--- config.mk ---
export PLATFORM = sky130hd
export DESIGN_NAME = clk_div_switch
export DESIGN_NICKNAME = d
export VERILOG_FILES = /design/src/rtl/clk_div_switch.sv
export SDC_FILE = /design/constraint.sdc
export NUM_CORES = 1
export LEC_CHECK = 0
export BUFFER_PORTS_ARGS = -buffer_cell sky130_fd_sc_hd__buf_2
export CAP_MARGIN = 20
export CORE_MARGIN = 3
export CORE_UTILIZATION = 46
export CTS_CLUSTER_SIZE = 28
export DETAILED_ROUTE_END_ITERATION = 8
export GPL_TIMING_DRIVEN = 0
export HOLD_SLACK_MARGIN = 0.06
export PLACE_DENSITY_LB_ADDON = 0.2
export RECOVER_POWER = 50
export SLEW_MARGIN = 15
export SYNTH_ARGS = -nofsm -noshare
export SYNTH_HDL_FRONTEND = slang
export SYNTH_SLANG_ARGS = --single-unit
--- constraint.sdc ---
create_clock -name clk -period 7 [get_ports clk]
set_clock_uncertainty 0.2 [all_clocks]
set_input_delay 0.35 -clock clk [delete_from_list [all_inputs] [get_ports clk]]
set_output_delay 0.35 -clock clk [all_outputs]
set_load 0.005 [all_outputs]
--- src/rtl/clk_div_switch.sv ---
// clk_div_switch: glitch-free switchable clock divider.
// A channel switch is applied only at a period boundary (end of the low phase).
module clk_div_switch #(
  parameter int NUM_CH = 4,
  parameter int CNT_W  = 8,
  parameter int SEL_W  = $clog2(NUM_CH)
) (
  input  logic                    clk,
  input  logic                    rst,
  input  logic                    en,
  input  logic [SEL_W-1:0]        sel,
  input  logic [NUM_CH*CNT_W-1:0] div_cfg,
  output logic                    clk_out,
  output logic [SEL_W-1:0]        cur_sel,
  output logic                    busy,
  output logic                    sw_done,
  output logic                    running
);
  typedef enum logic [1:0] {STOP, RUN_HI, RUN_LO} state_t;
  state_t r_state, w_nxt;
  logic [SEL_W-1:0] r_sel_q, r_cur_sel, w_new_sel;
  logic [CNT_W-1:0] r_cnt, r_ract, w_new_raw, w_new_r, w_r0_raw, w_r0;
  logic r_clk_out, r_sw_done, w_busy, w_end, w_load, w_sel_ok;
  assign w_busy    = r_sel_q != r_cur_sel;
  assign w_end     = r_cnt == r_ract - 1'b1;
  assign w_sel_ok  = 32'(sel) < 32'(NUM_CH);
  assign w_new_sel = w_busy ? r_sel_q : r_cur_sel;
  assign w_new_raw = div_cfg[int'(w_new_sel)*CNT_W +: CNT_W];
  assign w_new_r   = (w_new_raw == '0) ? CNT_W'(1) : w_new_raw;
  assign w_r0_raw  = div_cfg[0 +: CNT_W];
  assign w_r0      = (w_r0_raw == '0) ? CNT_W'(1) : w_r0_raw;
  // Ratio and channel are latched only when a high phase begins.
  assign w_load    = (w_nxt == RUN_HI) && (r_state != RUN_HI);
  always_ff @(posedge clk)
    if (rst) r_state <= STOP;
    else     r_state <= w_nxt;
  always_comb
    w_nxt = (r_state == STOP)   ? (en ? RUN_HI : STOP) :
            (r_state == RUN_HI) ? (w_end ? RUN_LO : RUN_HI) :
            (w_end ? (en ? RUN_HI : STOP) : RUN_LO);
  always_comb begin
    clk_out = r_clk_out;
    cur_sel = r_cur_sel;
    busy    = w_busy;
    sw_done = r_sw_done;
    running = r_state != STOP;
  end
  always_ff @(posedge clk)
    if (rst) begin
      r_cnt     <= '0;
      r_ract    <= w_r0;
      r_cur_sel <= '0;
      r_sel_q   <= '0;
      r_clk_out <= 1'b0;
      r_sw_done <= 1'b0;
    end else begin
      r_cnt     <= (w_nxt != r_state || r_state == STOP) ? '0 : r_cnt + 1'b1;
      r_clk_out <= w_nxt == RUN_HI;
      r_sw_done <= w_load && w_busy;
      if (w_sel_ok) r_sel_q <= sel;
      if (w_load) begin
        r_cur_sel <= w_new_sel;
        r_ract    <= w_new_r;
      end
    end
endmodule
* Word-level counts from Yosys, hierarchy flattened
Index checks and enable logic that the tools add are counted.
** Word-level totals
- Bits in registers :: 24
- Word-level logic and storage cells :: 35
- Output and inout bits :: 6
- Input port bits :: 37
** Operators by class
- Multiplexer cells :: 10
- Add/subtract/negate cells :: 2
- Equality and inequality tests :: 6
- Reduce and logical (&&, ||, !) cells :: 9
- Shift-type cells :: 1
** Operators with widths (number)
- $mux 8 :: 4
- $shiftx 32x6->8 :: 1
- $logic_not 8->1 :: 2
- $mux 2 :: 5
- $add 8x1->8 const B :: 1
- $eq 8x8->1 :: 1
- $sub 8x1->8 const B :: 1
- $eq 2x1->1 const B :: 2
- $ne 2x2->1 :: 2
- $reduce_bool 2->1 :: 2
- $logic_and 1x1->1 :: 2
- $logic_not 2->1 :: 1
- $ne 2x1->1 const B :: 1
- $reduce_or 2->1 :: 1
- $logic_or 1x1->1 :: 1
- $mux 1 :: 1

* Logic depth before layout (Yosys ltp)
- Depth in word-level cells :: 9
- Gate-level depth with buffers :: 8
- Mapped depth without buffers :: 8

* Worst setup path after synthesis
No wires, ideal clock.
- Path kind :: reg-to-reg
- Start point :: register r_ract[0]
- End point :: register r_ract[0] (enable)
- Library setup time :: 0.375 ns
- Setup slack :: 4.095 ns
- Stages on the path, launching flop included :: 7
- Required time :: 6.425 ns
- Buffers on the path :: 0
- Period minus slack after synthesis :: 2.905 ns
- Arrival time :: 2.329 ns
- Path through :: edfxtp_1 or4_4 nor2_1 mux2i_1 a21oi_2 or3_4 a21oi_1
** On the way
- Longest elaborated chain between the ends :: 8
- Elaborated cells on any way between the ends :: 9
- Those cells by class :: add/sub: 1; eq/ne: 2; mux: 4; reduce/logical: 2
** Ends and longest elaborated chain
- start: declaration :: line 22 : logic [CNT_W-1:0] r_cnt, r_ract, w_new_raw, w_new_r, w_r0_raw, w_r0;
- start signal: assignment :: line 51 : r_ract <= w_r0;
- start signal: assignment :: line 63 : r_ract <= w_new_r;
- $sub 8x1->8 (*) :: line 25 : assign w_end = r_cnt == r_ract - 1'b1;
- $eq 8x8->1 (*) :: line 25
- $mux 2 (on tied branches) :: line 40, 39
- $mux 2 (*) :: line 39 : (r_state == RUN_HI) ? (w_end ? RUN_LO : RUN_HI) :
- $mux 2 (*) :: line 38 : w_nxt = (r_state == STOP) ? (en ? RUN_HI : STOP) :
- $eq 2x1->1 (*) :: line 33 : assign w_load = (w_nxt == RUN_HI) && (r_state != RUN_HI);
- $logic_and 1x1->1 (*) :: line 33
- $reduce_bool 2->1 (no line) (*)
Every way passes the cells marked *; elsewhere a longest branch is shown, timed or not.
A chain may end at the register's enable or synchronous reset.

* Worst setup path after layout
- Start point :: register r_ract[0]
- End point :: register r_ract[2] (enable)
The elaborated chain is that of the path after synthesis.

==> results_dict.tcl <==
set metrics [dict create \
    dp_cells 239 \
    critPathMaxStageDelay_ns 0.57 \
    status "complete, no violations" \
    cp_slowest_cell "a21oi_1" \
    clockBufferDepth 2 \
    critPathMaxFanout 8 \
    synth_ff_type "dfxtp_1" \
    max_freq_mhz 303 \
    drt_wl_total_um 3030 \
    antenna_left 0 \
    grt_max_degree 14 \
    portBuffers 41 \
    cp_top_family "simple AND/OR/NAND/NOR gates" \
    diodes 0 \
    synth_area_um2 1530 \
    leakagePower_nw 0.711 \
    path_common_cell "a21oi_1" \
    cts.htree.levels 1 \
    regToRegSetupSlack_ns 3.70 \
    cts.sinks 24 \
    crit_buf_inv 1 \
    fin_setup_tns_ns 0 \
    place_ws_ns 3.74 \
    clk_latency_ns 0.30 \
    path_cells "inv_1, ha_1, nor3b_1, a21oi_1, nor4b_1, nand2_1, or3_1, a21oi_1" \
    fin_util 0.586 \
    cts_resized 0 \
    syn_avg_cell_area_um2 9.95 \
    worstPathArrival_ns 3.05 \
    fp.dieH_um 63.7 \
    cts_buffers 3 \
    layout.cells.non_filler 245 \
    finalWorstSetupSlack_ns 3.70 \
    grt_pass1_wl_um 5550 \
    grt_pass1_vias 1292 \
    rows 20 \
    yosysTopAreaCell "dfxtp_1" \
    finalCritPeriodShare 0.471 \
    peakVddDrop_v 0.0000639 \
    drive_above_1_share 0.318 \
    wl_per_cell_um 12.4 \
    critPathKind "register to register" \
    maxCapViolCount 0 \
    die-area_um2 4060 \
    dp_hpwl_um 2500 \
    overflow 0 \
    seq_area_frac_synth 0.366 \
    pin_count 43 \
    first_iter_violations 37 \
    synth_seq_cells 24 \
    vias 1283 \
    netlist_instances 154 \
    synth_edf_count 8 \
    worst_pin_slew_ns 0.701 \
    period_needed_ns 3.30 \
    syn_nets 193 \
    finalSetupViolations 0 \
    max-slew-margin-rel 0.533 \
    die_w_um 63.7 \
    gp_congestion 0.796 \
    start_kind "register" \
    hold_viol 0 \
    place_area_um2 1790 \
    nNetsFinal 241 \
    yosysUniqueCellTypes 37 \
    cp_num_cells 8 \
    yosys_warnings 0 \
    cts.clk_slew.worst_paths_ns 0.13 \
    hold_path_class "input port to register" \
    r2r_cells 8 \
    crit_required_ns 6.75 \
    synth_async_sr_flop_share 0 \
    design_area_um2 1830 \
    final_max_slew_viol_count 0 \
    syn_to_final_growth_pct 19.6 \
    holdPathStages 3 \
    crit_path_end_kind "register" \
    root_buffer "clkbuf_4" \
    initial_utilization 0.490 \
    synth_most_common_cell "nor2_1" \
    power_density_nw_per_um2 156 \
    avgViaCountPerCell 5.24 \
    detail_route.first_pass.iterations 4 \
    antenna_found_initial 0 \
    synth_top_cells_by_count "nor2_1 (19), dfxtp_1 (16), nand2_1 (12)" \
    synth_area_leaders "dfxtp_1 (21%), edfxtp_1 (16%), mux4_2 (12%)" \
    synth_top_area_share 0.209 \
    rsz0062_at_grt "no" \
    grt_usage 0.168 \
    cts_tree "built" \
    core_area_um2 3130 \
    drcViolationCount 0 \
]
## cells in the final DEF (no fill, tap or decap)
master / n
nand2b_1: 5
nand3b_1: 2
mux4_2: 8
nor4_2: 1
a21oi_1: 9
o211ai_1: 1
nor4_1: 2
nand3_1: 7
o21ai_1: 1
nor3_1: 5
clkbuf_1: 9
o21ai_0: 1
o21ba_1: 1
o21a_1: 1
a31oi_1: 1
dlygate4sd3_1: 2
ha_1: 2
mux2i_1: 3
dfxtp_1: 16
xnor2_1: 9
or3_1: 1
clkbuf_4: 3
nor2_1: 19
a211oi_1: 3
mux2_4: 2
buf_2: 40
edfxtp_1: 8
mux2_2: 7
a21oi_2: 1
a311o_2: 1
xor2_1: 7
or4_4: 1
nand2_1: 12
nor2b_1: 2
nor3b_1: 1
nor4b_1: 1
inv_1: 4
o2111a_1: 1
o21bai_1: 1
## per-layer routing
metal	up-vias	track usage	routed length [µm]	share of wire
li1	652	-	-	-
met1	583	0.207	1250	0.41
met2	46	0.299	1540	0.51
met3	2	0.0285	225	0.074
met4	0	0.0485	14	0.0046
met5	-	0	0	0
## final timing paths
check                               start        end
worst max-delay path            r_ract[0]  r_ract[2]
worst min-delay path                  rst    clk_out
worst max register to register  r_ract[0]  r_ract[2]
worst min register to register   r_cnt[0]   r_cnt[0]
## worst register-to-register path, stage by stage (launching register included)
cell	delay [ns]
edfxtp_1	0.47
inv_1	0.10
ha_1	0.18
nor3b_1	0.35
a21oi_1	0.12
nor4b_1	0.46
nand2_1	0.09
or3_1	0.42
a21oi_1	0.57
## final cells by class
class	instances	area, µm²
flip-flops and latches	24	561
repair buffers	43	224
inverters	4	15.0
multi-input cells	119	926
clock buffers	4	26.3
fillers	279	1290
plain buffers	7	26.3
well taps	44	55.1
## state kept, by name (all words and copies together) (netlist names)
register  count
r_sel_q       2
sw_done       1
r_state       2
cur_sel       2
r_cnt         8
clk_out       1
r_ract        8
## what timing repair did
item                                    CTS  global route
setup buffers                             0             0
endpoints found under the setup margin    0             0
hold buffers                              2             0
hold endpoints to repair                  2             0
## cells by family (layout without fill, tap and decap cells)
| group | Yosys count | in the layout | share of synthesized area |
|---|---|---|---|
| XOR/XNOR | 16 | 16 | 0.0914 |
| adder cells (fa/ha/maj) | 2 | 2 | 0.0163 |
| AO/OA/AOI/OAI | 22 | 22 | 0.0963 |
| AND/OR/NAND/NOR | 59 | 59 | 0.195 |
| buffers and inverters | 11 | 58 | 0.0269 |
| flip-flops | 24 | 24 | 0.366 |
| multiplexers | 20 | 20 | 0.208 |
## power breakdown
part	switching, mW	internal [mW]	total, mW	leakage (nW)
clock	0.0393	0.0222	0.0615	0.0150
sequential	0.00787	0.154	0.161	0.210
combinational	0.0288	0.0336	0.0624	0.486
## metrics by stage
| stage | total power [mW] | hold slack, ns |
|---|---|---|
| after floorplan | 0.206 | 0.251 |
| after global placement | 0.224 | 0.274 |
| after detailed placement | 0.226 | 0.286 |
| after CTS | 0.290 | 0.149 |
| after global routing | 0.307 | 0.148 |
| final | 0.285 | 0.169 |
No activity file was read; power rests on OpenSTA's default activity.
